===== config.mk =====
export PLATFORM = sky130hd
export DESIGN_NAME = agc_mem_requester
export DESIGN_NICKNAME = d
export VERILOG_FILES = /design/src/rtl/agc_mem_pkg.sv /design/src/rtl/agc_edit_unit.sv /design/src/rtl/agc_mem_requester.sv
export SDC_FILE = /design/constraint.sdc
export NUM_CORES = 1
export LEC_CHECK = 0
export BUFFER_PORTS_ARGS = -buffer_cell sky130_fd_sc_hd__buf_2
export CAP_MARGIN = 25
export CORE_ASPECT_RATIO = 1.1
export CORE_MARGIN = 2
export CORE_UTILIZATION = 35
export DETAILED_ROUTE_END_ITERATION = 12
export PLACE_DENSITY = 0.58
export SYNTH_ARGS = -nofsm -noshare
export SYNTH_HDL_FRONTEND = slang
export SYNTH_SLANG_ARGS = --single-unit

===== constraint.sdc =====
create_clock -name clk -period 2.6 [get_ports clk]
set_input_delay 0.26 -clock clk [delete_from_list [all_inputs] [get_ports clk]]
set_output_delay 0.26 -clock clk [all_outputs]
set_load 0.05 [all_outputs]

===== src/rtl/agc_mem_pkg.sv =====
// -----------------------------------------------------------------------------
// agc_mem_pkg
// Shared types and constants for the AGC memory requester slice:
//   - state_t    : requester FSM states
//   - edit_op_t  : offsets of the four editing addresses from EDIT_BASE
//   - SHADOW_WORDS: size of the register-shadow window (addresses 0..8)
//   - EB_W/FB_W/SB_W: bank register field widths
// Used by agc_mem_requester and agc_edit_unit (AGC_EDIT_EN builds only).
// -----------------------------------------------------------------------------
package agc_mem_pkg;

  typedef enum logic [1:0] {
    IDLE  = 2'd0,
    ADDR  = 2'd1,
    WRITE = 2'd2,
    RESP  = 2'd3
  } state_t;

  typedef enum logic [1:0] {
    EDIT_CYR  = 2'd0,  // rotate right 1
    EDIT_SR   = 2'd1,  // arithmetic shift right 1
    EDIT_CYL  = 2'd2,  // rotate left 1
    EDIT_EDOP = 2'd3   // logical shift right 7
  } edit_op_t;

  // Memory rewrites the central-register shadow words every clock.
  localparam int SHADOW_WORDS = 9;

  localparam int EB_W = 3;
  localparam int FB_W = 5;
  localparam int SB_W = 1;

endpackage


===== src/rtl/agc_edit_unit.sv =====
// -----------------------------------------------------------------------------
// agc_edit_unit
// Combinational editing transform applied to write data aimed at the four
// editing addresses EDIT_BASE+0..+3 (CYR, SR, CYL, EDOP). Any other address
// passes the data through unchanged. Instantiated only when AGC_EDIT_EN is
// defined.
// Ports:
//   addr    in  12  target address of the write
//   dataIn  in  16  raw write data
//   dataOut out 16  data to present on the memory port
// -----------------------------------------------------------------------------
module agc_edit_unit
  import agc_mem_pkg::*;
#(
  parameter logic [11:0] EDIT_BASE = 12'o020
) (
  input  logic [11:0] addr,
  input  logic [15:0] dataIn,
  output logic [15:0] dataOut
);

  // Addresses below EDIT_BASE wrap to large offsets, so one compare covers both ends.
  logic [11:0] offset;
  assign offset = addr - EDIT_BASE;

  always_comb begin
    // NOTE: default first so every path assigns dataOut; otherwise a latch is inferred.
    dataOut = dataIn;
    if (offset < 12'd4) begin
      unique case (edit_op_t'(offset[1:0]))
        EDIT_CYR:  dataOut = {dataIn[0], dataIn[15:1]};
        EDIT_SR:   dataOut = {dataIn[15], dataIn[15:1]};
        EDIT_CYL:  dataOut = {dataIn[14:0], dataIn[15]};
        EDIT_EDOP: dataOut = dataIn >> 7;
      endcase
    end
  end

endmodule


===== src/rtl/agc_mem_requester.sv =====
// -----------------------------------------------------------------------------
// agc_mem_requester
// Initiator side of the AGC banked-memory interface. Accepts one word
// read/write request at a time, snapshots the bank registers at accept, drives
// the memory port and returns a one-cycle response.
//   read          : IDLE -> ADDR -> RESP           (memResult captured in ADDR)
//   write         : IDLE -> ADDR -> WRITE -> RESP  (writeEnable only in WRITE)
//   shadow write  : IDLE -> ADDR -> RESP, rsp_err=1, nothing written
// Optional feature macro: AGC_EDIT_EN -- when defined, writes to
// EDIT_BASE+0..+3 pass through agc_edit_unit before reaching dataIn.
// Ports:
//   clk, reset (async, active-high)
//   req_valid/req_ready/req_write/req_addr/req_wdata : request handshake
//   bank_we/bank_eb/bank_fb/bank_super               : bank register load
//   rsp_valid/rsp_rdata/rsp_err                      : response strobe + data
//   eBank/fBank/superBank/memAddress/dataIn/writeEnable : memory port (out)
//   memResult                                        : memory read data (in)
// -----------------------------------------------------------------------------
module agc_mem_requester
  import agc_mem_pkg::*;
#(
  parameter logic [11:0] SHADOW_TOP = 12'(SHADOW_WORDS - 1)
`ifdef AGC_EDIT_EN
  ,
  parameter logic [11:0] EDIT_BASE = 12'o020
`endif
) (
  input  logic            clk,
  input  logic            reset,
  input  logic            req_valid,
  output logic            req_ready,
  input  logic            req_write,
  input  logic [11:0]     req_addr,
  input  logic [15:0]     req_wdata,
  input  logic            bank_we,
  input  logic [EB_W-1:0] bank_eb,
  input  logic [FB_W-1:0] bank_fb,
  input  logic [SB_W-1:0] bank_super,
  output logic            rsp_valid,
  output logic [15:0]     rsp_rdata,
  output logic            rsp_err,
  output logic [EB_W-1:0] eBank,
  output logic [FB_W-1:0] fBank,
  output logic [SB_W-1:0] superBank,
  output logic [11:0]     memAddress,
  output logic [15:0]     dataIn,
  output logic            writeEnable,
  input  logic [15:0]     memResult
);

  state_t          state;
  logic [EB_W-1:0] ebReg;
  logic [FB_W-1:0] fbReg;
  logic [SB_W-1:0] sbReg;
  logic            wrFlag;
  logic [15:0]     wdataReg;
  logic [15:0]     editedData;
  logic            shadowHit;

  // memAddress and the bank outputs double as the latched request address and
  // bank snapshot: they change only at accept, so they hold through IDLE.
  assign shadowHit = (memAddress <= SHADOW_TOP);

  // Gated by reset so ready is low during reset and high as soon as it drops.
  assign req_ready = (state == IDLE) && !reset;

`ifdef AGC_EDIT_EN
  agc_edit_unit #(
    .EDIT_BASE(EDIT_BASE)
  ) u_edit (
    .addr   (memAddress),
    .dataIn (wdataReg),
    .dataOut(editedData)
  );
`else
  assign editedData = wdataReg;
`endif

  always_ff @(posedge clk or posedge reset) begin
    if (reset) begin
      state       <= IDLE;
      ebReg       <= '0;
      fbReg       <= '0;
      sbReg       <= '0;
      wrFlag      <= 1'b0;
      wdataReg    <= '0;
      eBank       <= '0;
      fBank       <= '0;
      superBank   <= '0;
      memAddress  <= '0;
      dataIn      <= '0;
      writeEnable <= 1'b0;
      rsp_valid   <= 1'b0;
      rsp_rdata   <= '0;
      rsp_err     <= 1'b0;
    end else begin
      // NOTE: non-blocking defaults make these one-cycle strobes; a later
      // assignment in the case below overrides them for this edge only.
      rsp_valid   <= 1'b0;
      writeEnable <= 1'b0;

      // Bank loads never disturb an in-flight request, which uses its snapshot.
      if (bank_we) begin
        ebReg <= bank_eb;
        fbReg <= bank_fb;
        sbReg <= bank_super;
      end

      unique case (state)
        IDLE: begin
          if (req_valid) begin
            wrFlag     <= req_write;
            wdataReg   <= req_wdata;
            memAddress <= req_addr;
            eBank      <= ebReg;   // pre-load value even if bank_we is high now
            fBank      <= fbReg;
            superBank  <= sbReg;
            state      <= ADDR;
          end
        end

        ADDR: begin
          if (!wrFlag) begin
            rsp_rdata <= memResult;
            rsp_err   <= 1'b0;
            rsp_valid <= 1'b1;
            state     <= RESP;
          end else if (shadowHit) begin
            rsp_rdata <= '0;
            rsp_err   <= 1'b1;
            rsp_valid <= 1'b1;
            state     <= RESP;
          end else begin
            rsp_rdata   <= '0;
            rsp_err     <= 1'b0;
            dataIn      <= editedData;
            writeEnable <= 1'b1;
            state       <= WRITE;
          end
        end

        WRITE: begin
          rsp_valid <= 1'b1;
          state     <= RESP;
        end

        RESP: begin
          state <= IDLE;
        end

        default: state <= IDLE;
      endcase
    end
  end

endmodule


==> results_dict.tcl, run 1 <==
set metrics [dict create \
    status "complete, no violations" \
    final_nets 417 \
    synth_top_family_by_area "multiplexers" \
    fin_tns_setup_ps 0 \
    cts_tree "built" \
    synth_warnings 0 \
    synth_compound_area_share_pct 4.17 \
    cp.arrival_ps 2120 \
    wirelength_mm 6.57 \
    htree_levels 3 \
    synth_edf_count 0 \
    fill_cells 905 \
    synth-simple-area-share_pct 4.77 \
    synth_area_per_cell_sq_um 14.2 \
    synth_area_leaders "dfrtp_1 63%, mux2_2 19%, mux2_4 4.1%, inv_1 2.4%, nand2_1 2.3%" \
    gr-usage-all-layers_pct 13.5 \
    grt_max_degree 47 \
    ctsResizeCount 0 \
    tightest_slew_ps 829 \
    clock_path_buffers 2 \
    clkSlewWorstSetupHoldPaths_ps 80 \
    synthCells 234 \
    cts_setup_buffers 0 \
    design_area_sq_um 4270 \
    clock-sinks 84 \
    rsz0062_at_grt "no" \
    yosysMostFrequentCell "dfrtp_1" \
    p_leak_nw 2.09 \
    drive_gt1_share_pct 57.2 \
    overflow 0 \
    synth_top_area_cell "dfrtp_1" \
    clock_latency_ps 360 \
    num_antenna_cells 0 \
    finalCriticalPeriod_ps 1880 \
    viasPerCell 4.47 \
    hp-class "in2async" \
    root_buffer "clkbuf_8" \
    synth_cell_types 22 \
    postCtsHoldBufs 0 \
    setup_viol_count_final 0 \
    syn-num-nets 296 \
    cp_max_fo 26 \
    start_util_pct 35.8 \
    place.gp.congestion 0.733 \
    crit_required_ps 2840 \
    die_h_um 106 \
    ir_worst_vdd_uv 623 \
    skew_ps 11.4 \
    drt_iter0_drc 31 \
    muxShareOfSynthArea_pct 22.6 \
    slowest_stage "nand2_2" \
    finalPower_mw 6.30 \
    grt_pass1_vias 2172 \
    io_buffers 114 \
    dr.pass1.iters 4 \
    vias 2131 \
    synth-xor-area-share_pct 0 \
    crit_chain "inv_1 > ha_1 > nand2_2 > buf_4 > mux2_2" \
    io_pins 115 \
    remaining_drc_errors 0 \
    fin_crit_sh_pct 72.2 \
    startpoint_type "register" \
    multi_input_area_sq_um 1100 \
    max_clock_freq_ghz 0.532 \
    powerDensity_nw_per_um2 1480 \
    synth_area_sq_um 3330 \
    antenna_left 0 \
    antenna_found_initial 0 \
    area_growth_pct 28.2 \
    slew_headroom_pct 44.7 \
    grt_pass1_wl_mm 10.8 \
    synth_top_area_share_pct 63.1 \
    synth_fa_ha_area_share_pct 1.50 \
    wl_per_cell_um 13.8 \
    yosysSeqAreaShare_pct 63.1 \
    hold_ws_ps 51.4 \
    core-area_sq_um 9310 \
    end_kind "register" \
    ys_seq_elements 84 \
    synth-async-reset-ratio_pct 100 \
    cpPeakStageDelay_ps 460 \
    die-width_um 97.0 \
    maxCapViolCount 0 \
    final-max-slew-violation-count 0 \
    crit_type "reg2reg" \
    synth_common_cells "84 x dfrtp_1, 55 x mux2_2, 21 x inv_1, 20 x nand2_1, 15 x o21ai_0" \
    dp_hpwl_mm 4.74 \
    numCtsBuffers 9 \
    row_count 37 \
    final_hold_viol_count 0 \
    die_area_sq_um 10300 \
    seq_area_sq_um 2100 \
    ys.flop_type "dfrtp_1" \
    dpl_cell_area_sq_um 4060 \
]
-- layout make-up --
class / count / share of cell area (%)
sequential: 84 / 49.2
multi-input combinational: 119 / 25.9
timing repair buffer: 120 / 14.7
tap: 117 / 3.43
clock buffer: 10 / 3.22
inverter: 21 / 1.88
clock inverter: 6 / 1.67
-- power by group --
group	switching [mW]	leakage (nW)	internal, mW
Sequential	0.340	1.02	1.88
Clock	0.483	0.105	0.480
Combinational	2.12	0.967	1.00
Total	2.94	2.09	3.36
-- routing by layer --
layer	routed length (um)	global-route usage (%)	vias to the layer above
met3	460	4.93	12
met2	3110	20.3	73
met5	0	0	-
li1	-	-	1031
met4	132	6.54	0
met1	2870	17.1	1015
-- registers in the layout, indices dropped and copies added (netlist names), 2 cells and up --
signal and count:
dataIn 16, ebReg 3, rsp_rdata 16, memAddress 12
eBank 3, fBank 5, fbReg 5, editedData 16
state 2
-- layout by cell type (no fill, tap or decap), types with 2 or more instances in the layout --
cell / synthesis / routed
dfrtp_1: 84 / 84
mux2_2: 55 / 55
buf_4: 0 / 5
o21ai_1: 2 / 2
nand2_1: 20 / 19
inv_1: 21 / 20
o21ai_0: 15 / 15
ha_1: 4 / 4
clkinv_2: 0 / 2
clkbuf_8: 0 / 10
nor4_4: 2 / 2
mux2_4: 9 / 9
nor2b_1: 3 / 3
buf_2: 3 / 114
-- through the flow --
| step | setup slack [ps] | std cells | utilization [%] |
|---|---|---|---|
| after floorplan | 175 | 234 | - |
| after global placement | 720 | 461 | 43.6 |
| after detailed placement | 691 | 461 | 43.6 |
| after CTS | 685 | 477 | 45.9 |
| after global routing | 575 | 477 | 45.9 |
| final | 722 | 477 | 45.9 |
-- path summary, 6_finish.rpt --
kind	from	end	slack, ps	cells after the start
max reg2reg	state[0]	memAddress[8]	720	5
max	state[0]	memAddress[8]	720	5
min	reset	dataIn[9]	50	2
min in group clk	memResult[15]	rsp_rdata[15]	110	3
max in group asynchronous	reset	fBank[4]	1880	3
min reg2reg	editedData[12]	editedData[12]	510	1
-- worst max-delay path, delay by kind of cell (launching register included) --
kind | cells | cell delay (ps)
adders and majority gates | 1 | 230
and+or+nand+nor | 1 | 460
buffers and inverters | 2 | 360
muxes | 1 | 340
DFF | 1 | 360
-- kinds of logic (layout without fill, tap and decap cells) --
kind of cell    count (synthesis)  count (layout)
buf+inv                        31             157
flops                          84              84
fa+ha+maj                       4               4
mux                            64              64
compound gates                 22              22
simple gates                   29              29
Power figures use the tool's default switching activity.
==> run 2: changes to the inputs <==
PLACE_DENSITY = 0.61   (was 0.58)
clock period = 1.6 ns   (was 2.6 ns; I/O delays follow)
==> results_dict.tcl, run 2 (synthesis results as in run 1) <==
set metrics [dict create \
    status "complete, no violations" \
    row_count 37 \
    viasPerCell 4.52 \
    overflow 0 \
    grt_pass1_wl_mm 11.2 \
    hp-class "in2reg" \
    r2r-end "dataIn[8]" \
    path_buf_inv 1 \
    area_growth_pct 34.3 \
    maxCapViolCount 0 \
    vias 2203 \
    io_buffers 114 \
    crit_required_ps 1820 \
    die-width_um 97.0 \
    reg2reg_setup_slack_ps 30 \
    wirelength_mm 6.61 \
    dp_hpwl_mm 4.83 \
    clock-sinks 84 \
    cts_tree "built" \
    antenna_found_initial 0 \
    r2r-start "memAddress[2]" \
    hold_path_depth 3 \
    ir_worst_vdd_uv 1010 \
    final_cell_mix "113 x buf_2, 73 x dfrtp_1, 55 x mux2_2" \
    p_leak_nw 2.15 \
    setup_ws_ps 34.0 \
    final_nets 427 \
    end_kind "register" \
    tightest_slew_ps 445 \
    antenna_left 0 \
    skew_ps 10.2 \
    crit_type "reg2reg" \
    finalCriticalPeriod_ps 1570 \
    slew_headroom_pct 70.2 \
    slowest_stage "dfrtp_2" \
    hp-start "memResult[14]" \
    clock_latency_ps 340 \
    powerDensity_nw_per_um2 2390 \
    crit_chain "o31ai_4 > a31oi_4 > buf_12 > mux2_4" \
    dpl_cell_area_sq_um 4160 \
    dr.pass1.iters 4 \
    wl_per_cell_um 13.6 \
    die_area_sq_um 10300 \
    startpoint_type "register" \
    pre_cts_slack_ps 3.65 \
    clkSlewWorstSetupHoldPaths_ps 90 \
    numCtsBuffers 9 \
    final-max-slew-violation-count 0 \
    final_hold_viol_count 0 \
    drt_iter0_drc 53 \
    clock_path_buffers 2 \
    start_util_pct 35.8 \
    fill_cells 856 \
    final_common_cell "buf_2" \
    remaining_drc_errors 0 \
    core-area_sq_um 9310 \
    max_clock_freq_ghz 0.639 \
    setup_viol_count_final 0 \
    place.gp.congestion 0.727 \
    cp_max_fo 10 \
    grt_pass1_vias 2280 \
    io_pins 115 \
    die_h_um 106 \
    design_area_sq_um 4480 \
    hold_end "rsp_rdata[14]" \
    grt_max_degree 37 \
    drive_gt1_share_pct 62.2 \
    cpLargestDelayFamily "compound AO/OA/AOI/OAI gates" \
    htree_levels 3 \
    rsz0062_at_grt "yes" \
    cpPeakStageDelay_ps 450 \
    reg2regPathDepth 4 \
    cp.arrival_ps 1790 \
    root_buffer "clkbuf_8" \
    fin_crit_sh_pct 97.9 \
    num_antenna_cells 0 \
    gr-usage-all-layers_pct 13.7 \
]
run 2: cell types whose count changed in the layout (fill, tap and decap cells not counted), moves of 2 or more:
cell      before  now
inv_2          0    2
buf_12         1    5
clkbuf_1       0    2
ha_4           0    2
dfrtp_1       84   73
inv_1         20   18
buf_4          5    8
ha_1           4    2
buf_6          0    2
dfrtp_2        0   11
run 2: where the power goes:
group	leakage, nW	internal (mW)	switching (mW)
Combinational	1.04	1.88	3.52
Clock	0.103	0.876	0.722
Sequential	1.01	3.09	0.589
Total	2.15	5.84	4.83
run 2: worst min-delay path, cell delays in order:
cell,delay (ps)
buf_2,70
nand2_1,30
o21ai_0,60
run 2: through the flow:
stage / power [mW] / std cells / utilization, % / hold slack (ps) / setup TNS (ps)
floorplan: 7.64 / 234 / - / 277 / -747
global placement: 8.86 / 464 / 44.7 / 218 / 0
detailed placement: 8.97 / 464 / 44.7 / 211 / 0
CTS: 10.6 / 482 / 47.3 / 1.38 / 0
global route: 11.3 / 487 / 48.1 / 9.93 / -67.1
finish: 10.7 / 487 / 48.1 / 20.3 / 0
run 2: worst max-delay path by stage:
stage	to	from	cells after the start
after floorplan	dataIn[0]	memAddress[7]	4
after global placement	dataIn[10]	state[1]	6
after detailed placement	dataIn[9]	state[1]	6
after CTS	dataIn[8]	memAddress[2]	4
after global routing	req_ready	state[1]	5
final	dataIn[8]	memAddress[2]	4
run 2: repair_timing:
action,4_1_cts,5_1_grt
gates resized for setup,4,10
setup endpoints to repair,1,31
hold endpoints to repair,17,0
hold buffers,1,0
pin swaps,0,3
buffers inserted,1,5
run 2: cell type report:
| class | count | area, sq um | area share, % |
|---|---|---|---|
| clock buffers | 11 | 131 | 2.94 |
| clock inverters | 5 | 77.6 | 1.73 |
| inverters | 21 | 82.6 | 1.85 |
| multi-input cells | 119 | 1150 | 25.7 |
| flip-flops and latches | 84 | 2120 | 47.3 |
| well taps | 117 | 146 | 3.27 |
| repair buffers | 130 | 773 | 17.3 |
run 2: metal layers:
metal | share of wire, % | wire, um | global-route usage, % | vias up
met5 | 0 | 0 | 0 | -
met4 | 1.7 | 110 | 5.53 | 0
met3 | 8.1 | 534 | 4.73 | 11
met2 | 46 | 3020 | 20.6 | 83
met1 | 45 | 2950 | 18.0 | 1059
li1 | - | - | - | 1050
